[config.mk]
export PLATFORM = sky130hd
export DESIGN_NAME = neuron_mac_flat
export DESIGN_NICKNAME = d
export VERILOG_FILES = /design/src/rtl/neuron_mac_if.sv /design/src/rtl/neuron_mac.sv /design/src/flat_wrapper.sv
export SDC_FILE = /design/constraint.sdc
export NUM_CORES = 1
export LEC_CHECK = 0
export BUFFER_PORTS_ARGS = -buffer_cell sky130_fd_sc_hd__buf_2
export CORE_UTILIZATION = 35
export DETAILED_ROUTE_END_ITERATION = 10
export PLACE_DENSITY_LB_ADDON = 0.05
export SKIP_CTS_REPAIR_TIMING = 1
export SYNTH_ARGS = -nofsm -noshare
export SYNTH_HDL_FRONTEND = slang
export SYNTH_SLANG_ARGS = --single-unit
[constraint.sdc]
create_clock -name clk -period 12.96 [get_ports clk]
set_input_delay 0.648 -clock clk [delete_from_list [all_inputs] [get_ports clk]]
set_output_delay 0.648 -clock clk [all_outputs]
set_load 0.02 [all_outputs]
[src/rtl/neuron_mac_if.sv]
// Beat/result bundle between the fetch logic, the MAC core and the activation stage.
// The core takes the slave modport; the fetch side drives the master modport.
interface neuron_mac_if #(
  parameter int DATA_WIDTH = 16
);
  logic                    in_valid;
  logic [DATA_WIDTH-1:0]   in_data;
  logic [DATA_WIDTH-1:0]   in_weight;
  logic [2*DATA_WIDTH-1:0] bias;
  logic                    out_valid;
  logic [2*DATA_WIDTH-1:0] out_sum;
  logic                    out_sat;

  modport master (
    output in_valid, in_data, in_weight, bias,
    input  out_valid, out_sum, out_sat
  );

  modport slave (
    input  in_valid, in_data, in_weight, bias,
    output out_valid, out_sum, out_sat
  );
endinterface

[src/rtl/neuron_mac.sv]
// Three-stage signed multiply / saturating frame accumulate / bias add.
// Emits one pre-activation sum per NUM_WEIGHT beats, with a sticky saturation flag.
module neuron_mac #(
  parameter int DATA_WIDTH = 16,
  parameter int NUM_WEIGHT = 784
) (
  input  logic         clk,
  input  logic         rst,
  neuron_mac_if.slave  io_mac
);
  localparam int SUM_W = 2 * DATA_WIDTH;
  localparam int CNT_W = (NUM_WEIGHT > 1) ? $clog2(NUM_WEIGHT) : 1;
  localparam logic [CNT_W-1:0] LAST_BEAT = CNT_W'(NUM_WEIGHT - 1);

  typedef logic signed [SUM_W-1:0] sum_t;
  typedef struct packed {
    logic clamp;
    sum_t sum;
  } sat_res_t;

  // Overflow only when both operands share a sign and the wrapped result does not.
  function automatic sat_res_t sat_add(input sum_t a, input sum_t b);
    sat_res_t r;
    r.sum   = a + b;
    r.clamp = (a[SUM_W-1] == b[SUM_W-1]) && (r.sum[SUM_W-1] != a[SUM_W-1]);
    if (r.clamp)
      r.sum = a[SUM_W-1] ? {1'b1, {(SUM_W-1){1'b0}}} : {1'b0, {(SUM_W-1){1'b1}}};
    return r;
  endfunction

  sum_t             r_prod;
  logic             r_p_valid;
  sum_t             r_acc;
  logic [CNT_W-1:0] r_cnt;
  logic             r_sticky;
  sum_t             r_final;
  sum_t             r_bias;
  logic             r_final_sat;
  logic             r_f_valid;
  sum_t             r_out_sum;
  logic             r_out_sat;
  logic             r_out_valid;

  sum_t     w_prod;
  sat_res_t w_acc_add;
  sat_res_t w_bias_add;
  logic     w_last;

  assign w_prod     = sum_t'($signed(io_mac.in_data)) * sum_t'($signed(io_mac.in_weight));
  assign w_acc_add  = sat_add(r_acc, r_prod);
  assign w_bias_add = sat_add(r_final, r_bias);
  assign w_last     = r_p_valid && (r_cnt == LAST_BEAT);

  // NOTE: every register here is small control/datapath state, so all of it is
  // async-reset and updated with non-blocking assignments only.
  always_ff @(posedge clk or posedge rst) begin
    if (rst) begin
      r_prod    <= '0;
      r_p_valid <= 1'b0;
    end else begin
      r_p_valid <= io_mac.in_valid;
      if (io_mac.in_valid)
        r_prod <= w_prod;
    end
  end

  // The final beat hands the saturated total to stage 3 and rearms the accumulator,
  // so a following frame can start on the very next product.
  always_ff @(posedge clk or posedge rst) begin
    if (rst) begin
      r_acc       <= '0;
      r_cnt       <= '0;
      r_sticky    <= 1'b0;
      r_final     <= '0;
      r_bias      <= '0;
      r_final_sat <= 1'b0;
      r_f_valid   <= 1'b0;
    end else begin
      r_f_valid <= w_last;
      if (r_p_valid) begin
        if (w_last) begin
          r_acc       <= '0;
          r_cnt       <= '0;
          r_sticky    <= 1'b0;
          r_final     <= w_acc_add.sum;
          r_bias      <= io_mac.bias;
          r_final_sat <= r_sticky | w_acc_add.clamp;
        end else begin
          r_acc    <= w_acc_add.sum;
          r_cnt    <= r_cnt + CNT_W'(1);
          r_sticky <= r_sticky | w_acc_add.clamp;
        end
      end
    end
  end

  always_ff @(posedge clk or posedge rst) begin
    if (rst) begin
      r_out_valid <= 1'b0;
      r_out_sum   <= '0;
      r_out_sat   <= 1'b0;
    end else begin
      r_out_valid <= r_f_valid;
      if (r_f_valid) begin
        r_out_sum <= w_bias_add.sum;
        r_out_sat <= r_final_sat | w_bias_add.clamp;
      end
    end
  end

  assign io_mac.out_valid = r_out_valid;
  assign io_mac.out_sum   = r_out_sum;
  assign io_mac.out_sat   = r_out_sat;
endmodule
[src/flat_wrapper.sv]
// flat-port wrapper written by rule: the top's interface ports become plain ports
module neuron_mac_flat 
#(
  parameter int DATA_WIDTH = 16,
  parameter int NUM_WEIGHT = 784
)
  (clk, rst, io_mac_in_valid, io_mac_in_data, io_mac_in_weight, io_mac_bias, io_mac_out_valid, io_mac_out_sum, io_mac_out_sat);
  neuron_mac_if #(.DATA_WIDTH(DATA_WIDTH)) io_mac_i ();
  input  logic clk;
  input  logic rst;
  input wire logic [$bits(io_mac_i.in_valid)-1:0] io_mac_in_valid;
  input wire logic [$bits(io_mac_i.in_data)-1:0] io_mac_in_data;
  input wire logic [$bits(io_mac_i.in_weight)-1:0] io_mac_in_weight;
  input wire logic [$bits(io_mac_i.bias)-1:0] io_mac_bias;
  output wire logic [$bits(io_mac_i.out_valid)-1:0] io_mac_out_valid;
  output wire logic [$bits(io_mac_i.out_sum)-1:0] io_mac_out_sum;
  output wire logic [$bits(io_mac_i.out_sat)-1:0] io_mac_out_sat;
  assign io_mac_i.in_valid = io_mac_in_valid;
  assign io_mac_i.in_data = io_mac_in_data;
  assign io_mac_i.in_weight = io_mac_in_weight;
  assign io_mac_i.bias = io_mac_bias;
  assign io_mac_out_valid = io_mac_i.out_valid;
  assign io_mac_out_sum = io_mac_i.out_sum;
  assign io_mac_out_sat = io_mac_i.out_sat;
  neuron_mac #(.DATA_WIDTH(DATA_WIDTH), .NUM_WEIGHT(NUM_WEIGHT)) u_core (.clk(clk), .rst(rst), .io_mac(io_mac_i));
endmodule
---- Word-level counts from Yosys, hierarchy flattened ----
Index checks and enable logic that the tools add are counted.
cells by class
  $add $sub $neg .......................... 3
  $mul .................................... 1
  eq/ne operators ......................... 5
  multiplexer cells ....................... 7
  bitwise gates (word level) .............. 2
  reductions and logical operators ........ 4
operators with widths
  kind                                                             count
  32-bit two-way mux                                               5
  32-bit adder                                                     2
  16-bit by 16-bit multiplier with 32-bit output                   1
  10-bit by 1-bit adder with 10-bit output, second input constant  1
  10-bit equality test, second input constant                      1
  10-bit two-way mux                                               1
  1-bit logical AND                                                3
  1-bit equality test                                              2
  1-bit inequality test                                            2
  1-bit OR                                                         2
  2-bit AND reduction                                              1
  1-bit two-way mux                                                1
word-level totals
  bits in registers ....................... 176
  input bits .............................. 67
  output and inout port bits .............. 34
  logic and storage cells ................. 34

---- Longest topological paths before layout ----
  word-level depth ........................ 5
  mapped depth ............................ 25
  mapped depth without buffers ............ 24

---- Worst setup path after synthesis ----
No wires, ideal clock.
  path type ............................... input to register
  start ................................... input io_mac_in_data[10]
  end ..................................... register u_core.r_prod[30]
  library setup time ...................... 0.065 ns
  arrival ................................. 6.398 ns
  data required time ...................... 12.895 ns
  setup slack ............................. 6.497 ns
  cell stages on the path ................. 20
  path buffers ............................ 1
  cells stage by stage .................... clkbuf_1 -> nand2_1 -> fa_1 -> fa_1 -> fa_1 -> fa_1 -> inv_1 -> fa_1 -> fa_1 -> ha_1 -> nand3_1 -> nor2_1 -> o211ai_1 -> a21boi_0 -> a31oi_1 -> a2111oi_0 -> nor2_1 -> o31a_1 -> a211oi_1 -> a211o_1
on the way
  word-level cells in the longest chain between the ends .. 1
ends and longest elaborated chain
  what                                            line                source
  start, declared                                 flat_wrapper.sv:12  input wire logic [$bits(io_mac_i.in_data)-1:0] io_mac_in_data;
  16-bit by 16-bit multiplier with 32-bit output  neuron_mac.sv:49    assign w_prod = sum_t'($signed(io_mac.in_data)) * sum_t'($signed(io_mac.in_weight));
  end signal, assigned                            neuron_mac.sv:63    r_prod <= w_prod;
  end, declared                                   neuron_mac.sv:31    sum_t r_prod;
Every way passes these cells.
A chain may end at the register's enable or synchronous reset.

---- Worst setup path after layout ----
  start ................................... input io_mac_in_weight[1]
  end ..................................... register u_core.r_prod[30]
on the way
  word-level cells in the longest chain between the ends .. 1
ends and longest elaborated chain
  what                                            line                source
  start, declared                                 flat_wrapper.sv:13  input wire logic [$bits(io_mac_i.in_weight)-1:0] io_mac_in_weight;
  16-bit by 16-bit multiplier with 32-bit output  neuron_mac.sv:49
Every way passes these cells.

==> flow_summary.toml <==
[detailed_routing]
routed_via_density = 4.77
wl_mm = 49.5
drcViolationCount = 0
wl_per_cell_um = 16.7
drtPass1Iterations = 5
vias = 14100
final_antenna_net_count = 0
drt_iter0_markers = 711

[setup_path]
crit_buf_inv = 2
cp.arrival_ns = 7.41
rr_endpoint = "u_core.r_acc[14]$_DFFE_PP0P_"
endpoint_kind = "flop"
rrSetupSlack_ns = 7.87
r2r_cells = 17
startpoint_type = "primary input"
endpoint = "u_core.r_prod[30]$_DFFE_PP0P_"
path_delay_family = "adder cells"
cp_slowest_cell = "a2111oi_0"
crit_chain = "buf_2 > nand2_1 > fa_1 > fa_1 > fa_1 > fa_1 > inv_1 > fa_1 > fa_1 > ha_1 > nand3_1 > nor2_1 > o211ai_1 > a21boi_0 > a31oi_1 > a2111oi_0 > nor2_1 > o31a_1 > a211oi_1 > a211o_1"
rr_startpoint = "u_core.r_prod[8]$_DFFE_PP0P_"
cp.required_ns = 13.35
path_class = "primary input to flop"
cp_slowest_stage_delay_ns = 0.74
path_max_fanout = 16
cp_num_cells = 20
crit_path_start = "io_mac_in_weight[1]"
crit_top_cell = "fa_1"

[timing]
maxSlewViolCount = 0
setup_viol = 0
period_share_pct = 54.2
rsz0062_at_grt = "false"
fmax_ghz = 0.142
finalCriticalPeriod_ns = 7.02
setup_ws_ns = 5.94
skew_ns = 0.0168
relSlewSlack_pct = 27.0
tightest_slew_ns = 1.09
setup_tns_ns = 0
hold_viol = 0

[floorplan]
die_h_um = 239
rows = 86
die_x_um = 239
ios = 101
start_util_pct = 35.5
coreArea_um2 = 55200
die_area_um2 = 56900

[layout]
fillers = 5666
drive_gt1_share_pct = 8.51
final_cell_mix = "inv_1, nand2_1, fa_1, dfrtp_1, ha_1"
syn_to_final_growth_pct = 9.02
regArea_um2 = 4400
multi_input_area_um2 = 13600
layout_commonest_cell = "inv_1"
num-nets-final = 2673
diodes = 0

[global_route]
grt_pass1_vias = 14800
grt_pass1_wl_mm = 81.6
grt.total_usage_pct = 18.1
antenna_found_initial = 0
grt_max_degree = 119
overflow = 0

[status]
outcome = "finished, final reports clean"

[synth]
netlist.area_leader.share_pct = 27.1
async_flop_share_pct = 100
ys_top_cells_by_area = "fa_1, dfrtp_1, ha_1"
yosysSeqAreaShare_pct = 22.5
synth_cells = 2151
syn_area_um2 = 19600
synth_ff_type = "dfrtp_1"
synth_edf_count = 0
synth.largest_area_cell = "fa_1"
syn_area_per_cell_um2 = 9.11
synth_nets = 2628
ys_types = 66
yosysWarnings = 0
ys_seq_elements = 176

[min_path]
worst_hold_path_type = "primary input to flop"

[placed_design]
place_hpwl_mm = 39.0
post-place-ws_ns = 5.42
place.port_buffers = 100
place.gp.congestion = 0.832

[clock_network]
clk_pin_slew_ns = 0.07
cts_tree = "built"
root_buffer = "clkbuf_16"
cts_buffers = 17
clock_sinks = 176
clk_latency_ns = 0.45
clockBufferDepth = 2
cts-htree-levels = 4

[job]
cap_viol_max_count = 0
## registers in the layout, indices dropped and copies added (netlist names), 10 cells and up
register and count:
u_core.io_mac.out_sum 32, u_core.r_acc 32, u_core.r_bias 32, u_core.r_cnt 10, u_core.r_final 32, u_core.r_prod 32
## layout make-up
type	count	share of cell area [%]
Timing Repair Buffer	107	2.59
Sequential cell	176	20.6
Clock inverter	11	0.498
Clock buffer	20	2.14
Inverter	333	5.88
Tap cell	748	4.38
Multi-Input combinational cell	1561	63.9
## synthesized netlist by cell type (5+ instances only)
| library cell | instances |
|---|---|
| a31oi_1 | 21 |
| and3_1 | 12 |
| o21ai_0 | 77 |
| mux2_2 | 29 |
| nor3_1 | 16 |
| inv_1 | 332 |
| o211ai_1 | 7 |
| a211oi_1 | 14 |
| clkbuf_1 | 78 |
| o22ai_1 | 30 |
| o21a_1 | 15 |
| fa_1 | 265 |
| nand3_1 | 31 |
| a21o_1 | 39 |
| nor2_1 | 122 |
| nor2b_1 | 9 |
| ha_1 | 145 |
| nand2b_1 | 12 |
| o31a_1 | 5 |
| nand2_1 | 301 |
| nand4_1 | 5 |
| dfrtp_1 | 176 |
| o21bai_1 | 11 |
| xnor2_1 | 69 |
| xor2_1 | 18 |
| a21oi_1 | 120 |
| and2_1 | 121 |
## through the flow
stage	cell area [µm²]	util, %	hold WS (ns)	cells
2_1_floorplan	19600	-	0.352	2151
3_3_place_gp	20800	37.7	0.466	2925
3_5_place_dp	20800	37.7	0.469	2925
4_1_cts	21400	38.7	0.361	2956
5_1_grt	21400	38.7	0.378	2956
6_report	21400	38.7	0.385	2956
## logic make-up after synthesis
logic type	Yosys count	share of synthesized area, %
compound gates	385	12.5
xor+xnor	87	3.89
fa+ha+maj	411	36.4
buf+inv	414	7.95
flops	176	22.5
mux	30	1.72
simple gates	648	15.1
## how the worst min path moves through the flow
stage	cells after the start	slack [ns]	to	from
after CTS	3	0.36	u_core.r_bias[26]$_DFFE_PP0P_	io_mac_bias[26]
final	3	0.38	u_core.r_bias[27]$_DFFE_PP0P_	io_mac_bias[27]
after floorplan	0	0.35	u_core.io_mac.out_valid$_DFF_PP0_	u_core.r_f_valid$_DFF_PP0_
after detailed placement	2	0.47	u_core.r_bias[13]$_DFFE_PP0P_	u_core.r_bias[13]$_DFFE_PP0P_
after global routing	3	0.38	u_core.r_bias[27]$_DFFE_PP0P_	io_mac_bias[27]
after global placement	2	0.47	u_core.r_bias[22]$_DFFE_PP0P_	u_core.r_bias[22]$_DFFE_PP0P_
## worst register-to-register path: stages, from the launching register on
cell and delay, ns:
dfrtp_1 0.40, ha_1 0.37, and3_1 0.23, a31oi_1 0.15
o21ai_0 0.19, o21ai_0 0.32, a41oi_1 0.24, a311oi_1 0.52
o21ai_0 0.27, nand3_1 0.13, nand2_1 0.15, fa_1 0.62
nor2_1 0.13, a21oi_2 0.43, buf_4 0.34, nand4b_1 0.12
mux2_2 0.31, nand3_1 0.09
## layer usage
layer  vias up  track usage, %  wire (µm)
met4         0            4.60        786
met3        42            1.93       1400
met2       224            28.5      22000
met5         -               0          0
met1      6857            26.4      25300
li1       6984               -          -
Power is left out: the tool's default activity adds up to more than one toggle a clock period on the data nets, which glitch-free logic cannot reach.
